[config.mk]
export PLATFORM = sky130hd
export DESIGN_NAME = mu0_control
export DESIGN_NICKNAME = d
export VERILOG_FILES = /design/src/rtl/mu0_control.sv
export SDC_FILE = /design/constraint.sdc
export NUM_CORES = 1
export LEC_CHECK = 0
export ABC_AREA = 1
export ABC_CLOCK_PERIOD_IN_PS = 3800
export CORE_MARGIN = 5
export CORE_UTILIZATION = 52
export CTS_BUF_LIST = sky130_fd_sc_hd__clkbuf_4 sky130_fd_sc_hd__clkbuf_8
export DETAILED_ROUTE_END_ITERATION = 10
export GPL_TIMING_DRIVEN = 0
export PLACE_DENSITY = 0.87
export SLEW_MARGIN = 20
export SYNTH_ARGS = -nofsm -noshare
export SYNTH_HDL_FRONTEND = slang
export SYNTH_SLANG_ARGS = --single-unit
[constraint.sdc]
create_clock -name Clk -period 3.8 [get_ports Clk]
set_input_delay 0.76 -clock Clk [delete_from_list [all_inputs] [get_ports Clk]]
set_output_delay 0.76 -clock Clk [all_outputs]
set_load 0.03 [all_outputs]
[src/rtl/mu0_control.sv]
// Fetch/execute sequencer for the 12-bit MU0 datapath: drives mux selects,
// register enables and memory strobes, with optional memory wait states.
module mu0_control #(
  parameter int WAIT_STATES = 0,
  parameter int CNT_W       = 16
) (
  input  logic             Clk,
  input  logic             Reset,
  input  logic [3:0]       F,
  input  logic             N,
  input  logic             Z,
  output logic             Addr_sel,
  output logic             X_sel,
  output logic             Y_sel,
  output logic [1:0]       ALU_fn,
  output logic             PC_En,
  output logic             IR_En,
  output logic             Acc_En,
  output logic             Mem_rd,
  output logic             Mem_wr,
  output logic             Fetch,
  output logic             Halted,
  output logic [CNT_W-1:0] Instr_cnt
);

  typedef enum logic [1:0] {
    S_FETCH = 2'd0,
    S_EXEC  = 2'd1,
    S_HALT  = 2'd2
  } state_t;

  localparam logic [3:0] WC_LAST = 4'(WAIT_STATES);

  localparam logic [1:0] FN_Y    = 2'b00;
  localparam logic [1:0] FN_ADD  = 2'b01;
  localparam logic [1:0] FN_INC  = 2'b10;
  localparam logic [1:0] FN_SUB  = 2'b11;

  state_t             state_q, state_d;
  logic [3:0]         wc_q, wc_d;
  logic [CNT_W-1:0]   cnt_q, cnt_d;
  logic               last;

  assign last      = (wc_q == WC_LAST);
  assign Instr_cnt = cnt_q;

  always_ff @(posedge Clk) begin
    if (Reset) begin
      state_q <= S_FETCH;
      wc_q    <= 4'd0;
      cnt_q   <= '0;
    end else begin
      state_q <= state_d;
      wc_q    <= wc_d;
      cnt_q   <= cnt_d;
    end
  end

  always_comb begin
    state_d  = state_q;
    wc_d     = wc_q;
    cnt_d    = cnt_q;
    Addr_sel = 1'b0;
    X_sel    = 1'b0;
    Y_sel    = 1'b0;
    ALU_fn   = FN_Y;
    PC_En    = 1'b0;
    IR_En    = 1'b0;
    Acc_En   = 1'b0;
    Mem_rd   = 1'b0;
    Mem_wr   = 1'b0;
    Fetch    = 1'b0;
    Halted   = 1'b0;

    unique case (state_q)
      S_FETCH: begin
        // PC+1 is computed every cycle but only loaded on the final wait cycle
        Addr_sel = 1'b0;
        Mem_rd   = 1'b1;
        X_sel    = 1'b1;
        ALU_fn   = FN_INC;
        Fetch    = 1'b1;
        if (last) begin
          IR_En   = 1'b1;
          PC_En   = 1'b1;
          state_d = S_EXEC;
          wc_d    = 4'd0;
        end else begin
          wc_d = wc_q + 4'd1;
        end
      end

      S_EXEC: begin
        if (F[3:2] == 2'b00) begin
          Addr_sel = 1'b1;
          unique case (F[1:0])
            2'd0: begin
              Mem_rd = 1'b1;
              Y_sel  = 1'b0;
              ALU_fn = FN_Y;
              Acc_En = last;
            end
            2'd1: begin
              Mem_wr = 1'b1;
            end
            2'd2: begin
              Mem_rd = 1'b1;
              X_sel  = 1'b0;
              Y_sel  = 1'b0;
              ALU_fn = FN_ADD;
              Acc_En = last;
            end
            default: begin
              Mem_rd = 1'b1;
              X_sel  = 1'b0;
              Y_sel  = 1'b0;
              ALU_fn = FN_SUB;
              Acc_En = last;
            end
          endcase
          if (last) begin
            state_d = S_FETCH;
            wc_d    = 4'd0;
            cnt_d   = cnt_q + CNT_W'(1);
          end else begin
            wc_d = wc_q + 4'd1;
          end
        end else if (F == 4'd4 || F == 4'd5 || F == 4'd6) begin
          // Jumps never touch memory, so they ignore the wait counter
          Y_sel  = 1'b1;
          ALU_fn = FN_Y;
          if (F == 4'd4)      PC_En = 1'b1;
          else if (F == 4'd5) PC_En = ~N;
          else                PC_En = ~Z;
          state_d = S_FETCH;
          wc_d    = 4'd0;
          cnt_d   = cnt_q + CNT_W'(1);
        end else begin
          state_d = S_HALT;
          wc_d    = 4'd0;
          cnt_d   = cnt_q + CNT_W'(1);
        end
      end

      S_HALT: begin
        Halted = 1'b1;
      end

      default: begin
        state_d = S_FETCH;
        wc_d    = 4'd0;
      end
    endcase
  end

endmodule

# After elaboration in Yosys (flattened, before gate mapping)
# Cells that the tools add are included.
# word_totals
output_inout_bits	28
regBits	22
inputBits	8
# classes
n_eq_ne	10
n_reduce_logical	9
bitwise_logic	3
n_mux	36
n_addsub	2
# ops
op	count
$mux 16	2
$mux 1	21
$add 16x1->16 const B	1
$eq 4x3->1 const B	3
$pmux 4 s3	1
$mux 2	5
$mux 4	2
$pmux 2 s2	2
$logic_not 2->1	3
$pmux 2 s3	1
$add 4x1->4 const B	1
$eq 2x1->1 const B	2
$eq 2x2->1 const B	2
$logic_not 4->1	1
$ne 2x2->1 const B	2
$pmux 1 s2	2
$ne 3x3->1 const B	1
$not 1->1	3
$reduce_and 3->1	1
$logic_or 1x1->1	2
$reduce_and 2->1	1
$reduce_or 2->1	1

# Longest topological paths before layout
# logic_depth
depth_word	6
mapped_depth	9
mapped_depth_nobuf	9

# Worst setup path after synthesis
# No wires, ideal clock.
# synth_path
kind	input-to-output
startpoint	input port F[2]
endpoint	output port ALU_fn[1]
t_required_ns	3.040
stages	5
t_arrival_ns	2.016
setup_slack_ns	1.024
n_path_buf	0
cell_sequence	nor2_1 > inv_1 > nor2_2 > inv_1 > o21ai_1
# synth_via
elab_chain_len	3
# synth_rtl
item	line	source
start, declared	9	input logic [3:0] F,
$logic_not 2->1	94	if (F[3:2] == 2'b00) begin
$mux 2	94	
$pmux 2 s2	75	unique case (state_q)
end, declared	15	output logic [1:0] ALU_fn,
# No other way between the ends.

# Worst setup path in the final report
# layout_path
startpoint	input port F[3]
endpoint	output port ALU_fn[1]
# The elaborated chain is that of the path after synthesis.

==> summary.txt <==
status: completed
drt pass-1 iters: 4
post-route insts no fill: 262
Post-synth EDFFs: 0
DP HPWL: 2.43 mm
routed vias/inst: 5.03
pre-CTS setup slack: 0.352 ns
final worst slack: 0.361 ns
most numerous cell in the Yosys netlist: nand2_1
CTS sink count: 22
Post-Route WL: 3.06 mm
met3 usage: 0.0329
Core Region: 2230 sq um
Final Hold Viols: 0
top cell type's share of synthesized area: 0.356
fill count: 189
setup TNS: 0 ns
post-CTS setup buffers: 0
Max Cap Violations: 0
routability cong.: 0.791
die area: 3460 sq um
Die Wd: 58.8 microns
WHS Path Cells: 1
post-synthesis area per instance: 6.35 sq um
hold endpoint: Instr_cnt[0]$_SDFFE_PP0P_
Seq/Total Area, Yosys: 0.356
# rows: 17
drt wl/cell: 11.7 microns
peak supply drop: 0.000433 V
FF/Latch Area: 440 sq um
cts repair resizes: 0
Cells after Synth: 195
initial antenna violation count: 0
fraction of layout cells with a size suffix above 1: 0.0684
worst hold path class: flip-flop to flip-flop
largest net degree at the start of global routing: 13
root buf cell: clkbuf_4
ANT cells: 0
CP Max Fanout: 4
CTS Buffer Depth: 2
1st-iter DRT viols: 42
Power Total: 0.810 mW
CTS clock-pin slew for the worst setup and hold paths: 0.13 ns
Power Dens Cells: 488 nW/um^2
leakage: 0.656 nW
drc violations: 0
IO Pins: 36
GR Util met2: 0.347
vias in the first global route: 1258
Sw Share: 0.426
cell taking the most area after synthesis: dfxtp_1
worst hold start: Instr_cnt[0]$_SDFFE_PP0P_
total CTS buffers: 3
effective utilization at floorplan: 0.554
slew of the pin with the lowest slew margin: 0.430 ns
Post-Synthesis Cell Area: 1240 sq um
Reg2Reg Setup Slack: 2.22 ns
Cell Area, Placed: 1620 sq um
list of most frequent post-synthesis cells: nand2_1, nor2_1, inv_1
port buffer count: 35
count of hold-fix buffers inserted at cts: 0
vias: 1319
grt total ovfl: 0
Skew-Pair Late Insertion Delay: 0.31 ns
Tot GR Track Use: 0.188
first-pass GRT wire length: 5.15 mm
slowest stage delay, CP: 0.68 ns
M1 GR Usage: 0.212
top cells by area, synth: dfxtp_1, nand2_1, nor2_1
R2R Path End: Instr_cnt[14]$_SDFFE_PP0P_
number of routed nets with antenna violations: 0
Clk pwr share: 0.163
Crit. End Element: output port
CP max-delay cell: clkdlybuf4s50_1
Crit Path Class: primary input to output port
sw power: 0.345 mW
CP cell instances: clkdlybuf4s50_1 -> nor2_1 -> inv_1 -> nor2_2 -> inv_1 -> o21ai_1 -> clkdlybuf4s50_1
CTS tree: built
combinational share of power: 0.502
launching point of the worst reg2reg path: Instr_cnt[0]$_SDFFE_PP0P_
worst rel slew slack: 0.713
period utilisation layout: 0.905
crit path DAT: 2.68 ns
GRT Max-Usage Layer: met2
Synth Net Count: 206
Reg power frac: 0.335
area occupied by multi-input gates: 677 sq um
Achievable Freq: 291 MHz
Synth Flop Type: dfxtp_1
H-tree depth: 1
nets@finish: 246
Final setup viols: 0
crit path time final: 3.44 ns
Synth async-reset ratio: 0
die height: 58.8 microns
number of library cell types mapped by synthesis: 25
Int Pwr: 0.465 mW
Final Cell Area: 1660 sq um
Yosys warning total: 0
Yosys reg bits: 22
Placed Cells incl. Taps: 258
Final Max Tran Viols: 0
RSZ-0062 raised after global routing: no
Fin Clk Skew: 0.00488 ns
type of origin of the critical path: primary input
Crit path max-delay family: buffers and inverters
depth of the most critical reg-to-reg path: 8
P&R area growth vs syn: 34.1%
WP data required: 3.04 ns
Worst Path Buf+Inv: 4
==> metrics by stage <==
stage	hold WS, ns	util
4_1_cts	0.519	0.743
2_1_floorplan	0.487	-
3_3_place_gp	0.471	0.727
6_report	0.519	0.743
5_1_grt	0.545	0.743
3_5_place_dp	0.496	0.727
==> cell families after synthesis <==
group / after synthesis / share of synthesized area
buffers and inverters: 29 / 0.0971
xor gates and xnor gates: 3 / 0.0212
DFF: 22 / 0.356
AOI/OAI and AO/OA: 24 / 0.103
and+or+nand+nor: 114 / 0.392
adders and majority gates: 3 / 0.0303
==> state kept, by name (all words and copies together), names as in the netlist <==
signal     flops
Instr_cnt     16
wc_q           4
state_q        2
==> cell type report <==
cell class	count	share of cell area
Multi-Input combinational cell	144	0.408
Timing Repair Buffer	35	0.211
Buffer	3	0.0136
Clock buffer	4	0.0219
Sequential cell	22	0.265
Tap cell	28	0.0211
Inverter	26	0.0588
==> worst max path at each step <==
stage | from | end | slack (ns) | depth (start not counted)
after global placement | F[3] | ALU_fn[1] | 0.39 | 7
after detailed placement | F[3] | ALU_fn[1] | 0.35 | 7
after CTS | F[3] | ALU_fn[1] | 0.36 | 7
after global routing | F[3] | ALU_fn[1] | 0.22 | 7
final | F[3] | ALU_fn[1] | 0.36 | 7
after floorplan | F[2] | ALU_fn[1] | 1.02 | 5
==> placed cells by master (no fill, tap or decap), drive strengths merged <==
cell type	netlist	final
o21ai	10	10
xor2	2	2
nor2	46	46
clkbuf	1	5
ha	3	3
nand4	2	2
clkdlybuf4s50	0	35
nor3b	1	1
nor3	2	2
nand2	49	49
inv	26	26
a21oi	12	12
o22ai	1	1
buf	2	2
dfxtp	22	22
and3b	1	1
o211ai	1	1
nand3	13	13
xnor2	1	1
==> routing by layer <==
layer | up-vias | routed length [microns]
li1 | 686 | -
met1 | 594 | 1260
met2 | 35 | 1630
met3 | 4 | 147
met4 | 0 | 22
met5 | - | 0
==> power by group through the flow <==
stage                     logic (mW)  registers (mW)  clock network [mW]
after floorplan                0.242           0.292                   0
after global placement         0.395           0.275                   0
after detailed placement       0.407           0.276                   0
after CTS                      0.408           0.271               0.137
after global routing           0.434           0.274               0.145
final                          0.407           0.271               0.132
No activity file was read; power rests on OpenSTA's default activity.
==> RTL change 1, RTL diff (config.mk and constraints unchanged) <==
Change the parameter `CNT_W` from 16 to 32.
--- a/src/rtl/mu0_control.sv
+++ b/src/rtl/mu0_control.sv
@@ -4,3 +4,3 @@
   parameter int WAIT_STATES = 0,
-  parameter int CNT_W       = 16
+  parameter int CNT_W       = 32
 ) (
Ports: changed (resized Instr_cnt); port bits go from 36 to 52. The function was not compared with the original's and may differ.
==> RTL change 1 against the unedited design <==
- sequential share of layout area decreased by 0.054 points
- worst hold slack got worse by 0.034 ns
- design area increased by 73%
- wire length increased by 89%
- synthesized area increased by 78%
- setup slack got worse by 0.084 ns
- largest cell class unchanged
- clock skew increased by 0.0046 ns
- total power increased by 43%
- critical path depth increased by 2
- first-iteration DRC count increased to 4.1 times the old value
- critical endpoint unchanged
- sequential cell count increased by 16
- highest routed layer unchanged
==> RTL change 1: results (changes against the unedited design) <==
* RR Endpoint: Instr_cnt[26]
* Seq/Total Area, Yosys at 34.53% (-1.1 points)
* Worst Setup SP: F[2]
* Hold Crit Start: wc_q[3]
* RePlAce Congestion at 0.9474 (+20%)
* GRT Total Usage at 22.47% (+3.7 points)
* Outcome: complete, no violations
* Hold_ws at 0.4845 ns (-0.03426 ns)
* Worst Clk Skew at 0.009481 ns (+0.004604 ns)
* Worst Hold Path EP: wc_q[3]
* Synthesized Nets at 353 (+71%)
* Vias in the first global route at 2250 (+79%)
* First-pass GRT wire length at 9853 um (+91%)
* Max reg flops at 32 (+16)
* Area taken by multi-input logic gates at 1239 um^2 (+83%)
* Layout cells sized above 1 at 7.481% (+0.64 points)
* Drt first-iter violations at 172 (+310%)
* CTS root buf: clkbuf_8
* Pleak at 1.055 nW (+61%)
* Peak VDD IR at 0.2942 mV (-32%)
* H-tree Lvls at 2 (+1)
* Number of port buffers at 51 (+46%)
* Synth cell count leaders: nand2_1, nor2_1, inv_1
* P_int at 0.7220 mW (+55%)
* CP arrival at 2.76 ns (+0.08 ns)
* FF-to-FF setup slack at 2.12 ns (-0.10 ns)
* CTS buffer count at 5 (+2)
* Nets at 411 (+67%)
* Inst Count DP at 443 (+72%)
* Dpl hpwl at 4539 um (+87%)
* Area after DPL at 2776 um^2 (+71%)
* Syn Inst Count at 342 (+75%)
[RTL change 1: layout make-up]
type / count / share of cell area (%)
Multi-Input combinational cell: 252 / 43.14
Sequential cell: 38 / 26.49
Timing Repair Buffer: 51 / 17.78
Inverter: 47 / 6.144
Clock buffer: 6 / 2.876
Tap cell: 50 / 2.179
Buffer: 5 / 0.9586
Clock inverter: 2 / 0.4357
[RTL change 1: metal layers]
layer / vias up / wire length, um / share of wire (%) / track usage (%)
met4: 0 / 86 / 1.5 / 8.300
met5: - / 0 / 0 / 0
li1: 1196 / - / - / -
met2: 83 / 2834 / 49 / 36.75
met3: 11 / 323 / 5.6 / 4.673
met1: 1098 / 2539 / 44 / 29.11
[RTL change 1: cell families after synthesis]
logic type / after synthesis / share of synthesized area [%]
compound gates: 34 / 8.972
buf+inv: 52 / 9.256
fa+ha+maj: 3 / 1.704
xor+xnor: 8 / 3.180
flops: 38 / 34.53
simple gates: 207 / 42.36
[RTL change 1: how the worst max path moves through the flow]
stage,end,slack (ns),cells after the start
detailed placement,ALU_fn[1],0.26,9
floorplan,ALU_fn[1],0.70,7
global route,ALU_fn[1],0.1,9
CTS,ALU_fn[1],0.26,9
global placement,ALU_fn[1],0.29,9
finish,ALU_fn[1],0.28,9
[RTL change 1: power groups by stage]
| stage | Combinational (mW) | Sequential (mW) | Clock (mW) |
|---|---|---|---|
| 6_report | 0.425 | 0.442 | 0.294 |
| 5_1_grt | 0.452 | 0.444 | 0.314 |
| 4_1_cts | 0.427 | 0.441 | 0.297 |
| 3_5_place_dp | 0.425 | 0.450 | 0 |
| 3_3_place_gp | 0.417 | 0.449 | 0 |
| 2_1_floorplan | 0.256 | 0.465 | 0 |
[RTL change 1: tightest hold or removal path: cells and delay by family, from the launching register on]
kind | cells | cell delay, ns
DFF | 1 | 0.32
buffers and inverters | 1 | 0.06
AOI/OAI and AO/OA | 1 | 0.06
==> RTL change 2, RTL diff (same flow settings) <==
Without the edit above. Put a register stage on the output `PC_En`. The value now appears one clock later. The other outputs are not delayed to match.
--- a/src/rtl/mu0_control.sv
+++ b/src/rtl/mu0_control.sv
@@ -38,2 +38,4 @@
 
+  logic PC_En_d;
+
   state_t             state_q, state_d;
@@ -66,3 +68,3 @@
     ALU_fn   = FN_Y;
-    PC_En    = 1'b0;
+    PC_En_d  = 1'b0;
     IR_En    = 1'b0;
@@ -84,3 +86,3 @@
           IR_En   = 1'b1;
-          PC_En   = 1'b1;
+          PC_En_d = 1'b1;
           state_d = S_EXEC;
@@ -131,5 +133,5 @@
           ALU_fn = FN_Y;
-          if (F == 4'd4)      PC_En = 1'b1;
-          else if (F == 4'd5) PC_En = ~N;
-          else                PC_En = ~Z;
+          if (F == 4'd4)      PC_En_d = 1'b1;
+          else if (F == 4'd5) PC_En_d = ~N;
+          else                PC_En_d = ~Z;
           state_d = S_FETCH;
@@ -155,2 +157,6 @@
 
+  always_ff @(posedge Clk) begin
+    PC_En <= PC_En_d;
+  end
+
 endmodule
Check against the original RTL: not equivalent (a bounded check fails within 4 cycles, from zero or initial values and one cycle with Reset high).
==> RTL change 2 against the unedited design <==
- via count fell by 1.4%
- sequential cell count rose by 1
- core utilization fell by 4.0 points
- synthesized cell count rose by 4.1%
- critical endpoint unchanged
- setup slack improved by 0.043 ns
- sequential power rose by 6%
- wire length fell by 6.8%
- synthesized area rose by 3.2%
- die area rose by 2.7%
- clock power fell by 15%
- design area rose by 2.0%
- total power fell by 2.3%
- critical path depth did not move
==> RTL change 2: results (changes against the unedited design) <==
* Outcome: complete, no violations
* Worst Clk Skew at 0.01005 ns (+0.005172 ns)
* Avg Synthesized Cell Area at 6.293 um^2 (-0.83%)
* Hold path depth at 2 (+1)
* FF+latch area at 460.4 um^2 (+4.5%)
* First-pass GRT wire length at 4740 um (-7.9%)
* Non-clock inverters at 30 (+15%)
* Worst Hold Path EP: Instr_cnt[6]
* Detailed Route WL at 2850 um (-6.8%)
* Post-synthesis compound-gate area fraction at 10.19% (-0.13 points)
* Slew @ Worst Pin at 0.3259 ns (-0.1046 ns)
* Synth cell types at 24 (-4.0%)
* Multi-In Gates at 147 (+2.1%)
* Seq/Total Area, Yosys at 36.04% (+0.45 points)
* FF-to-FF Start: Instr_cnt[1]
* Vias in the first global route at 1087 (-14%)
* Grt met3 use at 3.922% (+0.63 points)
* FF-to-FF setup slack at 2.31 ns (+0.09 ns)
* Area taken by multi-input logic gates at 680.7 um^2 (+0.55%)
* Layout cells sized above 1 at 7.025% (+0.19 points)
* Grt met2 use at 28.24% (-6.5 points)
* Largest net degree at the start of global routing at 14 (+1)
* Synth Area in XOR/XNOR at 0.6856% (-1.4 points)
* Final Non-Filler Cells at 272 (+3.8%)
* Hold_ws at 0.5139 ns (-0.004846 ns)
-- RTL change 2: logic make-up (layout without fill, tap and decap cells) --
logic type	after synthesis	after routing
flops	23	23
simple gates	118	118
fa+ha+maj	3	3
compound gates	25	25
buf+inv	33	72
xor+xnor	1	1
-- RTL change 2: worst max path at each step --
| stage | startpoint | to | slack, ns | cells past startpoint |
|---|---|---|---|---|
| after CTS | F[3] | ALU_fn[1] | 0.39 | 7 |
| after detailed placement | F[3] | ALU_fn[1] | 0.39 | 7 |
| final | F[3] | ALU_fn[1] | 0.40 | 7 |
| after floorplan | F[2] | ALU_fn[1] | 1.04 | 5 |
| after global routing | F[3] | ALU_fn[0] | 0.25 | 7 |
| after global placement | F[3] | ALU_fn[1] | 0.40 | 7 |
-- RTL change 2: layer usage --
layer,share of wire (%),vias to the layer above,wire (um)
li1,-,709,-
met1,50,571,1411
met2,46,18,1313
met3,3.6,2,103
met4,0.81,0,23
met5,0,-,0
-- RTL change 2: report_power, final --
group / internal [mW] / switching [mW] / total (mW)
Clock: 0.0393 / 0.0727 / 0.112
Combinational: 0.151 / 0.241 / 0.392
Sequential: 0.267 / 0.0212 / 0.288
-- RTL change 2: per-stage QoR --
step | area (um^2) | power, mW
after global placement | 1665 | 0.6803
after detailed placement | 1665 | 0.6869
final | 1693 | 0.7914
after floorplan | 1277 | 0.5442
after CTS | 1693 | 0.7983
after global routing | 1693 | 0.8405
-- RTL change 2: critical path, delay by kind of cell --
| kind | cells | cell delay (ns) |
|---|---|---|
| AO/OA/AOI/OAI | 1 | 0.11 |
| buffers and inverters | 4 | 1.31 |
| AND/OR/NAND/NOR | 2 | 0.45 |
